<file path="src/rtl/quad_decoder.sv">
// Quadrature encoder decoder: 2-flop input synchronizers, startup suppression, step/dir/count
// and a sticky illegal-transition flag. Define QDEC_FILTER_EN to add the input stability filter.
module quad_decoder #(
  parameter int unsigned WIDTH    = 5,
  parameter int unsigned FILT_LEN = 3
) (
  input  logic             clk,
  input  logic             reset,
  input  logic             preset,
  input  logic             ph_a,
  input  logic             ph_b,
  input  logic             err_clr,
  output logic [WIDTH-1:0] count,
  output logic             dir,
  output logic             step,
  output logic             err
);

  typedef enum logic [1:0] {
    MV_NONE,
    MV_UP,
    MV_DOWN,
    MV_ILLEGAL
  } move_t;

  logic [1:0] a_sync;
  logic [1:0] b_sync;
  logic [1:0] sync_ab;
  logic [1:0] prev;
  logic [1:0] cur;
  logic [1:0] sup_cnt;
  move_t      move;

  assign sync_ab = {a_sync[1], b_sync[1]};

`ifdef QDEC_FILTER_EN
  localparam int unsigned SW = $clog2(FILT_LEN + 1);

  logic [1:0]    cand;
  logic [SW-1:0] stab_cnt;
  logic          stable;

  assign stable = (stab_cnt == SW'(FILT_LEN));

  // Until the candidate has been stable long enough, present prev so nothing is decoded.
  always_comb begin
    cur = stable ? cand : prev;
  end

  always_ff @(posedge clk or posedge reset) begin
    if (reset) begin
      cand     <= '0;
      stab_cnt <= '0;
    end else if (sup_cnt != '0) begin
      cand     <= sync_ab;
      stab_cnt <= SW'(FILT_LEN);
    end else if (sync_ab == cand) begin
      if (!stable) stab_cnt <= stab_cnt + 1'b1;
    end else begin
      cand     <= sync_ab;
      stab_cnt <= SW'(1);
    end
  end
`else
  always_comb begin
    cur = sync_ab;
  end
`endif

  always_comb begin
    move = MV_NONE;
    case ({prev, cur})
      4'b00_10, 4'b10_11, 4'b11_01, 4'b01_00: move = MV_UP;
      4'b00_01, 4'b01_11, 4'b11_10, 4'b10_00: move = MV_DOWN;
      4'b00_11, 4'b11_00, 4'b10_01, 4'b01_10: move = MV_ILLEGAL;
      default:                                move = MV_NONE;
    endcase
  end

  always_ff @(posedge clk or posedge reset) begin
    if (reset) begin
      a_sync  <= '0;
      b_sync  <= '0;
      prev    <= '0;
      sup_cnt <= 2'd3;
      count   <= '0;
      dir     <= 1'b0;
      step    <= 1'b0;
      err     <= 1'b0;
    end else begin
      a_sync <= {a_sync[0], ph_a};
      b_sync <= {b_sync[0], ph_b};
      step   <= 1'b0;
      if (sup_cnt != '0) begin
        // Synchronizers still filling: follow them so static levels never decode as motion.
        sup_cnt <= sup_cnt - 1'b1;
        prev    <= sync_ab;
      end else begin
        prev <= cur;
        if (!preset) begin
          if (move == MV_UP) begin
            count <= count + 1'b1;
            dir   <= 1'b1;
            step  <= 1'b1;
          end else if (move == MV_DOWN) begin
            count <= count - 1'b1;
            dir   <= 1'b0;
            step  <= 1'b1;
          end
        end
      end
      if (preset) count <= '1;
      if ((sup_cnt == '0) && (move == MV_ILLEGAL)) err <= 1'b1;
      else if (err_clr)                            err <= 1'b0;
    end
  end

endmodule

</file>
<file path="config.mk">
export PLATFORM = sky130hd
export DESIGN_NAME = quad_decoder
export DESIGN_NICKNAME = d
export VERILOG_FILES = /design/src/rtl/quad_decoder.sv
export SDC_FILE = /design/constraint.sdc
export NUM_CORES = 1
export LEC_CHECK = 0
export CAP_MARGIN = 5
export CORE_MARGIN = 2
export CORE_UTILIZATION = 45
export DETAILED_ROUTE_END_ITERATION = 7
export GPL_TIMING_DRIVEN = 0
export PLACE_DENSITY = 0.76
export SYNTH_ARGS = -nofsm -noshare
export SYNTH_HDL_FRONTEND = slang
export SYNTH_SLANG_ARGS = --single-unit
export TNS_END_PERCENT = 10
</file>
<file path="constraint.sdc">
create_clock -name clk -period 2.4 [get_ports clk]
set_clock_uncertainty 0.05 [all_clocks]
set_input_delay 0.6 -clock clk [delete_from_list [all_inputs] [get_ports clk]]
set_output_delay 0.6 -clock clk [all_outputs]
set_load 0.005 [all_outputs]
</file>
==> metrics.txt <==
# TYPE chip_impl_metric gauge
chip_impl_info{name="outcome",value="finished clean"} 1
chip_impl_metric{name="numCtsBuffers",unit=""} 3
chip_impl_metric{name="max-slew-margin-rel",unit="%"} 59.42
chip_impl_metric{name="holdBufCountCts",unit=""} 0
chip_impl_info{name="crit_path_most_repeated_cell",value="sky130_fd_sc_hd__mux2i_1"} 1
chip_impl_metric{name="floorplan.die_area",unit="mm2"} 0.002179
chip_impl_metric{name="setup_viol",unit=""} 0
chip_impl_metric{name="initial_core_utilization",unit="%"} 47.46
chip_impl_metric{name="die_span_in_y",unit="um"} 46.68
chip_impl_metric{name="avgRoutedWirePerCell",unit="um"} 11.22
chip_impl_metric{name="rows",unit=""} 15
chip_impl_metric{name="ff2ff_setup_slack",unit="ns"} 0.12
chip_impl_metric{name="clock_tree.htree_level_count",unit=""} 1
chip_impl_metric{name="fp.coreArea",unit="mm2"} 0.001727
chip_impl_metric{name="tightestPinTransition",unit="ns"} 0.6081
chip_impl_metric{name="synth.avg_cell_area",unit="um2"} 11.38
chip_impl_metric{name="number_of_buffers_on_the_longest_clock_path",unit=""} 2
chip_impl_metric{name="grt_antenna_before_repair",unit=""} 0
chip_impl_metric{name="die_width",unit="um"} 46.68
chip_impl_metric{name="multi_input_area",unit="um2"} 395.4
chip_impl_metric{name="overflow",unit=""} 0
chip_impl_metric{name="finish.instance_area",unit="mm2"} 0.001054
chip_impl_info{name="timing.rr.start",value="a_sync[1]$_DFF_PP0_"} 1
chip_impl_info{name="cp_slowest_cell",value="sky130_fd_sc_hd__dfrtp_2"} 1
chip_impl_metric{name="portBuffers",unit=""} 13
chip_impl_metric{name="route.detailed.vias_per_inst",unit=""} 4.871
chip_impl_metric{name="clkLatencyLatePin",unit="ns"} 0.29
chip_impl_metric{name="critPathRequiredTime",unit="ns"} 2.57
chip_impl_metric{name="timing.hold.worst_path_depth",unit=""} 0
chip_impl_metric{name="ys_seq_elements",unit=""} 16
chip_impl_info{name="rsz0062_at_grt",value="false"} 1
chip_impl_metric{name="gp_congestion",unit=""} 0.7038
chip_impl_info{name="timing.critical_path.max_delay_family",value="multiplexers"} 1
chip_impl_info{name="crit_path_cells",value="mux2i_1, o21ai_2, inv_1, ha_4, fa_1, nand2b_1, a21oi_2, mux2i_1, mux2i_1"} 1
chip_impl_metric{name="grt_max_degree",unit=""} 17
chip_impl_metric{name="first_global_vias",unit=""} 518
chip_impl_metric{name="seq_area_frac_synth",unit="%"} 49.16
chip_impl_metric{name="hold_violations",unit=""} 0
chip_impl_metric{name="worst-path-max-fanout",unit=""} 7
chip_impl_metric{name="ff_latch_area",unit="um2"} 404.1
chip_impl_metric{name="power.ir.vdd_worst",unit="mV"} 0.3983
chip_impl_info{name="synth.top_cells.by_area",value="sky130_fd_sc_hd__dfrtp_1, sky130_fd_sc_hd__ha_1, sky130_fd_sc_hd__dfstp_2"} 1
chip_impl_metric{name="report.final.slew_viol_count",unit=""} 0
chip_impl_metric{name="postSynthNetCount",unit=""} 86
chip_impl_info{name="min_delay_worst_endpoint",value="a_sync[1]$_DFF_PP0_"} 1
chip_impl_metric{name="cts.reportedPaths.clkPinSlew",unit="ns"} 0.10
chip_impl_info{name="timing.critical_path.from_type",value="register"} 1
chip_impl_info{name="clock_tree_from_tritoncts",value="yes"} 1
chip_impl_metric{name="fillCellCount",unit=""} 152
chip_impl_metric{name="powerDensity",unit="mW/mm2"} 690.1
chip_impl_metric{name="power.static_leakage",unit="nW"} 0.4849
chip_impl_info{name="cp_class",value="register to register"} 1
chip_impl_metric{name="max_freq",unit="MHz"} 438.7
chip_impl_metric{name="yosysWarningCount",unit=""} 0
chip_impl_info{name="setup.worst_path.end_class",value="register"} 1
chip_impl_metric{name="dp_hpwl",unit="um"} 959.3
chip_impl_info{name="synth_top_cell_by_area",value="sky130_fd_sc_hd__dfrtp_1"} 1
chip_impl_metric{name="critPathMaxStageDelay",unit="ns"} 0.45
chip_impl_metric{name="via_count",unit=""} 565
chip_impl_info{name="worst_hold_path_type",value="register to register"} 1
chip_impl_metric{name="detailedRoute.firstIterationViolations",unit=""} 4
chip_impl_metric{name="timing.final.crit_period",unit="ns"} 2.279
chip_impl_metric{name="hold_slack",unit="ns"} 0.3044
chip_impl_metric{name="io_pins",unit=""} 14
chip_impl_metric{name="ys_types",unit=""} 24
chip_impl_metric{name="grt_first_pass_wirelength",unit="um"} 2070
chip_impl_metric{name="detailed_place.area",unit="um2"} 980.9
chip_impl_metric{name="synthCells",unit=""} 72
chip_impl_metric{name="cp_data_arrival_time",unit="ns"} 2.45
chip_impl_info{name="critical_path.reg2reg.endpoint",value="count[4]$_DFFE_PP0P_"} 1
chip_impl_metric{name="minimum_setup_slack_after_placement",unit="ns"} -0.08872
chip_impl_metric{name="grt_use_total",unit="%"} 14.44
chip_impl_metric{name="setup_slack",unit="ns"} 0.1206
chip_impl_metric{name="fin_crit_sh",unit="%"} 94.97
chip_impl_metric{name="synth_top_cell_area_share",unit="%"} 42.75
chip_impl_metric{name="fin_cells",unit=""} 116
chip_impl_metric{name="post-route-util",unit="%"} 61.01
chip_impl_metric{name="remaining_drc_errors",unit=""} 0
chip_impl_metric{name="drt_wl_total",unit="um"} 1302
chip_impl_metric{name="r2r.worst_path.cells",unit=""} 9
chip_impl_info{name="hold_path.startpoint",value="a_sync[0]$_DFF_PP0_"} 1
chip_impl_metric{name="final_nets",unit=""} 106
chip_impl_metric{name="route.antenna.remaining_nets",unit=""} 0
chip_impl_metric{name="dpl.cell_count",unit=""} 110
chip_impl_info{name="clock-root-buffer",value="sky130_fd_sc_hd__clkbuf_4"} 1
chip_impl_metric{name="cap_violations",unit=""} 0
chip_impl_metric{name="synth_area",unit="um2"} 819.5
chip_impl_metric{name="tritoncts_num_sinks",unit=""} 16
chip_impl_metric{name="antenna_cells",unit=""} 0
chip_impl_metric{name="drt_first_pass_iters",unit=""} 4
chip_impl_metric{name="synthToLayoutAreaGrowth",unit="%"} 28.55
chip_impl_metric{name="final_layout_size_suffix_gt1_share",unit="%"} 19.78
chip_impl_metric{name="worstPathBufferInverterCount",unit=""} 1
[Yosys cell counts, drive strengths merged]
cell	count
buf	1
and3b	1
o21ai	6
xnor2	2
o211ai	1
dfstp	2
mux2	1
nand2b	3
a21oi	3
nand2	4
nand3	2
mux2i	4
dfrtp	14
inv	9
a211o	2
nor2	5
and2b	1
xor2	2
ha	7
fa	1
a21o	1
[cells in the final DEF, fill, tap and decap left out, drive strengths merged]
cell and instances:
o211ai 1, ha 7, nand3 2, nand2b 3, and3b 1, dfstp 2, inv 9, and2b 1
clkbuf 4, dfrtp 14, xnor2 2, xor2 2, o21ai 6, nand2 4, buf 3, fa 1
a211o 2, a21oi 3, a21o 1, nor2 5, clkdlybuf4s50 13, mux2 1, mux2i 4
[per-stage QoR]
step / TNS, ns / power [mW]
after floorplan: 0 / 0.4625
after global placement: -0.03097 / 0.5378
after detailed placement: -0.1011 / 0.5447
after CTS: 0 / 0.7279
after global routing: 0 / 0.7680
final: 0 / 0.7270
[final cells by class]
cell class | instances | area share, %
sequential | 16 | 38.36
multi-input combinational | 46 | 37.53
timing repair buffer | 15 | 13.78
clock buffer | 4 | 3.444
inverter | 9 | 3.207
tap | 25 | 2.969
buffer | 1 | 0.7126
[repair_timing]
item,4_1_cts,5_1_grt
setup endpoints to repair,2,2
buffers inserted,1,1
pin swaps,1,1
gates resized for setup,1,4
[how the worst max path moves through the flow]
stage                                 to  cells past startpoint           startpoint  slack (ns)
global placement    count[4]$_DFFE_PP0P_                     10  a_sync[1]$_DFF_PP0_       -0.03
finish              count[4]$_DFFE_PP0P_                      9  a_sync[1]$_DFF_PP0_        0.12
global route        count[4]$_DFFE_PP0P_                     10  a_sync[1]$_DFF_PP0_       0.004
CTS                 count[4]$_DFFE_PP0P_                     10  a_sync[1]$_DFF_PP0_        0.03
floorplan           count[4]$_DFFE_PP0P_                      9  a_sync[1]$_DFF_PP0_        0.15
detailed placement  count[4]$_DFFE_PP0P_                     10  a_sync[1]$_DFF_PP0_       -0.09
[cell families (layout without fill, tap and decap cells)]
kind of cell / after synthesis / count (layout) / synth area share, %
adder cells (fa/ha/maj): 8 / 8 / 13.13
AND/OR/NAND/NOR: 16 / 16 / 10.38
AO/OA/AOI/OAI: 13 / 13 / 11.30
multiplexers: 5 / 5 / 6.717
flip-flops: 16 / 16 / 49.16
buffers and inverters: 10 / 29 / 5.038
XOR/XNOR: 4 / 4 / 4.276
[worst reg2reg max path: stages, from the launching register on]
cell and delay, ns:
sky130_fd_sc_hd__dfrtp_2 0.45, sky130_fd_sc_hd__mux2i_1 0.15, sky130_fd_sc_hd__o21ai_2 0.17, sky130_fd_sc_hd__inv_1 0.10, sky130_fd_sc_hd__ha_4 0.18, sky130_fd_sc_hd__fa_1 0.38, sky130_fd_sc_hd__nand2b_1 0.17, sky130_fd_sc_hd__a21oi_2 0.14
sky130_fd_sc_hd__mux2i_1 0.23, sky130_fd_sc_hd__mux2i_1 0.20
[flip-flops by register name, indices dropped and copies added (netlist names)]
signal	count
count	5
a_sync	2
b_sync	2
prev	2
sup_cnt	2
dir	1
err	1
step	1
[report_power, final]
part / internal (mW) / total (mW) / switching (mW)
logic: 0.131 / 0.226 / 0.0951
clock network: 0.0924 / 0.178 / 0.0859
registers: 0.300 / 0.323 / 0.0225
[metal layers]
metal / track usage [%] / up-vias / wire length (um)
met5: 0 / - / 0
met4: 13.33 / 0 / 45
met3: 2.353 / 4 / 57
met2: 22.22 / 14 / 620
met1: 16.83 / 273 / 579
li1: - / 274 / -
Power figures use the tool's default switching activity.
==> RTL edit 1, RTL diff (config.mk and constraints unchanged) <==
`WIDTH`: 5 -> 10.
--- a/src/rtl/quad_decoder.sv
+++ b/src/rtl/quad_decoder.sv
@@ -1,7 +1,7 @@
 // Quadrature encoder decoder: 2-flop input synchronizers, startup suppression, step/dir/count
 // and a sticky illegal-transition flag. Define QDEC_FILTER_EN to add the input stability filter.
 module quad_decoder #(
-  parameter int unsigned WIDTH    = 5,
+  parameter int unsigned WIDTH    = 10,
   parameter int unsigned FILT_LEN = 3
 ) (
   input  logic             clk,
Ports: changed (resized count); port bits go from 14 to 19. No check against the original RTL was run, so the function may have changed too.
==> RTL edit 1 against the unedited design <==
The flow now finishes with violations (negative setup slack); synthesized area rose by 49%; utilization rose by 3.6 points; total power rose by 62%; non-clock buffer count rose by 9; global-route usage rose by 4.1 points; setup slack got worse by 0.58 ns; final area rose by 55%; synthesized cell count rose by 67%; combinational power rose by 150%; routed wire length rose by 110%; sequential cell count rose by 5; critical path type unchanged; largest cell class is now multi-input combinational cells; highest routed layer unchanged.
==> RTL edit 1: results (changes against the unedited design) <==
- Outcome: complete, but fails checks
- Failing checks: negative setup slack
- M1 WL: 1210 microns (+110%)
- GRT met2 Usage: 31.4% (+9.2 points)
- First-pass GRT wire length: 4490 microns (+120%)
- # setup viols final: 4 (+4)
- CTS clk-pin slew, worst paths: 0.12 ns (+0.02 ns)
- Initial DRC count: 19 (+15)
- Synth Cell Area: 0.00122 sq mm (+49%)
- Vias in the first global route: 978 (+89%)
- Relative slew slack: 46.6% (-13 points)
- Input/output buffers: 17 (+4)
- Setup TNS: -1.39 ns (-1.39 ns)
- Ratio of cells with drive above 1 in the final layout: 21.2% (+1.5 points)
- Largest net degree at the start of global routing: 22 (+5)
- Number of fill cells in the layout: 200 (+32%)
- Routed len/inst: 15.6 microns (+39%)
- Synth top area cells: dfrtp_1 39%, ha_1 12%, dfstp_2 4.3%
- Grt met3 use: 3.49% (+1.1 points)
- Global-route usage over all layers: 18.5% (+4.1 points)
- Cells after Synth: 120 (+67%)
- PnR worst setup slack: -0.455 ns (-0.576 ns)
- Post-Layout Inst Area: 0.00163 sq mm (+55%)
- Met3 wire len: 91 microns (+60%)
- Leakage: 0.685 nW (+41%)
- Syn Nets: 139 (+62%)
- Max reg flops: 10 (+5)
- Xor/xnor share of the synthesized area: 3.58% (-0.70 points)
- Placed cell area: 0.00148 sq mm (+51%)
- Synth top cells by count: 19 x dfrtp_1, 12 x ha_1, 11 x inv_1, 10 x nand2_1, 8 x nor2_1
- Upper clock frequency limit: 350 MHz (-20%)
- Mux share of post-synthesis cell area: 4.60% (-2.1 points)
- Total number of vias: 998 (+77%)
- Part of the Yosys area used for sequential elements: 43.1% (-6.1 points)
- Max IR drop VDD: 0.518 mV (+30%)
RTL edit 1: worst max-delay path: stages (launching register included):
cell and delay, ns:
dfrtp_2 0.47, nor2b_1 0.14, o21ai_1 0.12, o21a_1 0.17, inv_2 0.06, ha_4 0.18
inv_8 0.10, ha_4 0.22, nor2b_4 0.13, o21a_1 0.18, o21a_1 0.21, o41a_1 0.35
mux2_4 0.31, a21oi_2 0.11
RTL edit 1: path summary, 6_finish.rpt:
kind,startpoint,to,slack (ns),cells past startpoint
max in group asynchronous,reset,b_sync[1]$_DFF_PP0_,1.07,2
min in group asynchronous,reset,count[1]$_DFFE_PP0P_,0.69,2
setup reg to reg,b_sync[1]$_DFF_PP0_,count[8]$_DFFE_PP0P_,-0.45,13
hold reg to reg,a_sync[0]$_DFF_PP0_,a_sync[1]$_DFF_PP0_,0.31,0
hold / removal,a_sync[0]$_DFF_PP0_,a_sync[1]$_DFF_PP0_,0.31,0
setup / recovery,b_sync[1]$_DFF_PP0_,count[8]$_DFFE_PP0P_,-0.45,13
RTL edit 1: layout make-up:
type	count	share of cell area, %
clock inverters	1	0.307
flip-flops and latches	21	32.5
repair buffers	22	12.7
inverters	11	2.99
well taps	30	2.30
clock buffers	3	1.38
plain buffers	3	1.15
multi-input cells	85	46.7
RTL edit 1: timing repair:
action                                  CTS  global route
resized for setup                        12             8
setup buffers                             5             0
pin swaps                                 7             2
endpoints found under the setup margin    8             9
RTL edit 1: power groups by stage:
| stage | clock network, mW | logic (mW) | registers [mW] |
|---|---|---|---|
| after floorplan | 0 | 0.312 | 0.444 |
| after global placement | 0 | 0.444 | 0.442 |
| after detailed placement | 0 | 0.465 | 0.447 |
| after CTS | 0.178 | 0.527 | 0.446 |
| after global routing | 0.188 | 0.613 | 0.451 |
| final | 0.171 | 0.563 | 0.445 |
==> RTL edit 2, RTL diff (config.mk and constraints unchanged) <==
Without the edit above. Register the inputs `ph_a`, `ph_b` and `err_clr` before use, cleared by the reset. The logic sees them one clock later.
--- a/src/rtl/quad_decoder.sv
+++ b/src/rtl/quad_decoder.sv
@@ -22,6 +22,22 @@
     MV_DOWN,
     MV_ILLEGAL
   } move_t;
+
+  logic ph_a_q;
+  logic ph_b_q;
+  logic err_clr_q;
+
+  always_ff @(posedge clk or posedge reset) begin
+    if (reset) begin
+      ph_a_q    <= '0;
+      ph_b_q    <= '0;
+      err_clr_q <= '0;
+    end else begin
+      ph_a_q    <= ph_a;
+      ph_b_q    <= ph_b;
+      err_clr_q <= err_clr;
+    end
+  end
 
   logic [1:0] a_sync;
   logic [1:0] b_sync;
@@ -88,8 +104,8 @@
       step    <= 1'b0;
       err     <= 1'b0;
     end else begin
-      a_sync <= {a_sync[0], ph_a};
-      b_sync <= {b_sync[0], ph_b};
+      a_sync <= {a_sync[0], ph_a_q};
+      b_sync <= {b_sync[0], ph_b_q};
       step   <= 1'b0;
       if (sup_cnt != '0) begin
         // Synchronizers still filling: follow them so static levels never decode as motion.
@@ -111,7 +127,7 @@
       end
       if (preset) count <= '1;
       if ((sup_cnt == '0) && (move == MV_ILLEGAL)) err <= 1'b1;
-      else if (err_clr)                            err <= 1'b0;
+      else if (err_clr_q)                            err <= 1'b0;
     end
   end
 
Function: changed (Yosys sat finds a counterexample within 10 cycles, from zero or initial values and one cycle with reset high).
==> RTL edit 2 against the unedited design <==
Total power is 7.3% higher; final area grew 11%; synthesized area up 7.8%; final cell count is 8.6% higher; hold slack gained 0.0057 ns; global-route usage decreased by 0.91 points; die area increased by 7.1%; sequential cell count up 3; setup slack lost 0.031 ns; routed wire length increased by 11%; largest power group unchanged; utilization increased by 0.56 points.
==> RTL edit 2: results (changes against the unedited design) <==
- Hold Path Origin: b_sync[0]$_DFF_PP0_
- Max IR drop VDD: 0.434 mV (+9.0%)
- FF-to-FF End: count[3]$_DFFE_PP0P_
- Fin cells: 126 (+8.6%)
- Crit Path Max Fanout: 6 (-1)
- FF-to-FF setup slack: 0.09 ns (-0.03 ns)
- Fin nets: 114 (+7.5%)
- CP Data Arrival Time: 2.42 ns (-0.03 ns)
- Upper clock frequency limit: 433 MHz (-1.3%)
- Met1 Use GR: 16.0% (-0.78 points)
- Hold WS: 0.310 ns (+0.00569 ns)
- GRT met2 Usage: 23.8% (+1.6 points)
- Post-DP HPWL: 969 microns (+1.0%)
- Grt met3 use: 1.85% (-0.50 points)
- Worst reg-to-reg path cell count: 10 (+1)
- Vias in the first global route: 632 (+22%)
- Cells after Synth: 77 (+6.9%)
- Outcome: complete, no violations
- Hold EP: b_sync[1]$_DFF_PP0_
- Ratio of cells with drive above 1 in the final layout: 23.2% (+3.5 points)
- Leakage: 0.528 nW (+8.9%)
- CP max stage delay: 0.47 ns (+0.02 ns)
- Initial DRC count: 2 (-2)
- Placed cell area: 0.00105 sq mm (+6.8%)
- Pre-CTS WS: -0.159 ns (-0.0699 ns)
- CP delay by family, top: compound AO/OA/AOI/OAI gates
- Placer Congestion: 0.730 (+3.8%)
- Synth top area cells: dfrtp_1 48%, ha_1 9.9%, dfstp_2 5.9%
- Cells after DPL: 117 (+6.4%)
- Vias/cell: 4.75 (-2.4%)
- Syn Nets: 91 (+5.8%)
[RTL edit 2: metal layers]
metal	part of all wire, %	vias up
li1	-	295
met1	45	291
met2	52	11
met3	2.6	2
met4	1.0	0
met5	0	-
[RTL edit 2: power breakdown]
part           internal, mW  switching, mW
Sequential            0.353         0.0266
Combinational         0.141          0.104
Clock                0.0619         0.0929
[RTL edit 2: cells by family after synthesis]
family	after synthesis	synth area share (%)
and+or+nand+nor	17	8.50
buffers and inverters	10	4.67
muxes	4	4.67
AOI/OAI and AO/OA	15	11.9
DFF	19	54.1
adders and majority gates	8	12.2
xor gates and xnor gates	4	3.97
[RTL edit 2: how the worst max path moves through the flow]
stage	from	end	cells past startpoint
5_1_grt	a_sync[1]$_DFF_PP0_	count[3]$_DFFE_PP0P_	10
2_1_floorplan	a_sync[1]$_DFF_PP0_	count[4]$_DFFE_PP0P_	9
4_1_cts	a_sync[1]$_DFF_PP0_	count[4]$_DFFE_PP0P_	10
6_report	a_sync[1]$_DFF_PP0_	count[3]$_DFFE_PP0P_	10
3_5_place_dp	a_sync[1]$_DFF_PP0_	count[4]$_DFFE_PP0P_	11
3_3_place_gp	a_sync[1]$_DFF_PP0_	count[4]$_DFFE_PP0P_	11
[RTL edit 2: cell type report]
type | instances | area, sq um
clock buffers | 3 | 22.5
multi-input cells | 48 | 422
clock inverters | 1 | 5.00
fillers | 155 | 731
repair buffers | 18 | 168
well taps | 27 | 33.8
flip-flops and latches | 19 | 479
plain buffers | 1 | 7.51
inverters | 9 | 33.8
[RTL edit 2: repair_timing]
action	CTS	global route
pin swaps	0	3
resized for setup	4	9
endpoints found under the hold margin	0	0
buffers inserted	2	3
endpoints found under the setup margin	3	2
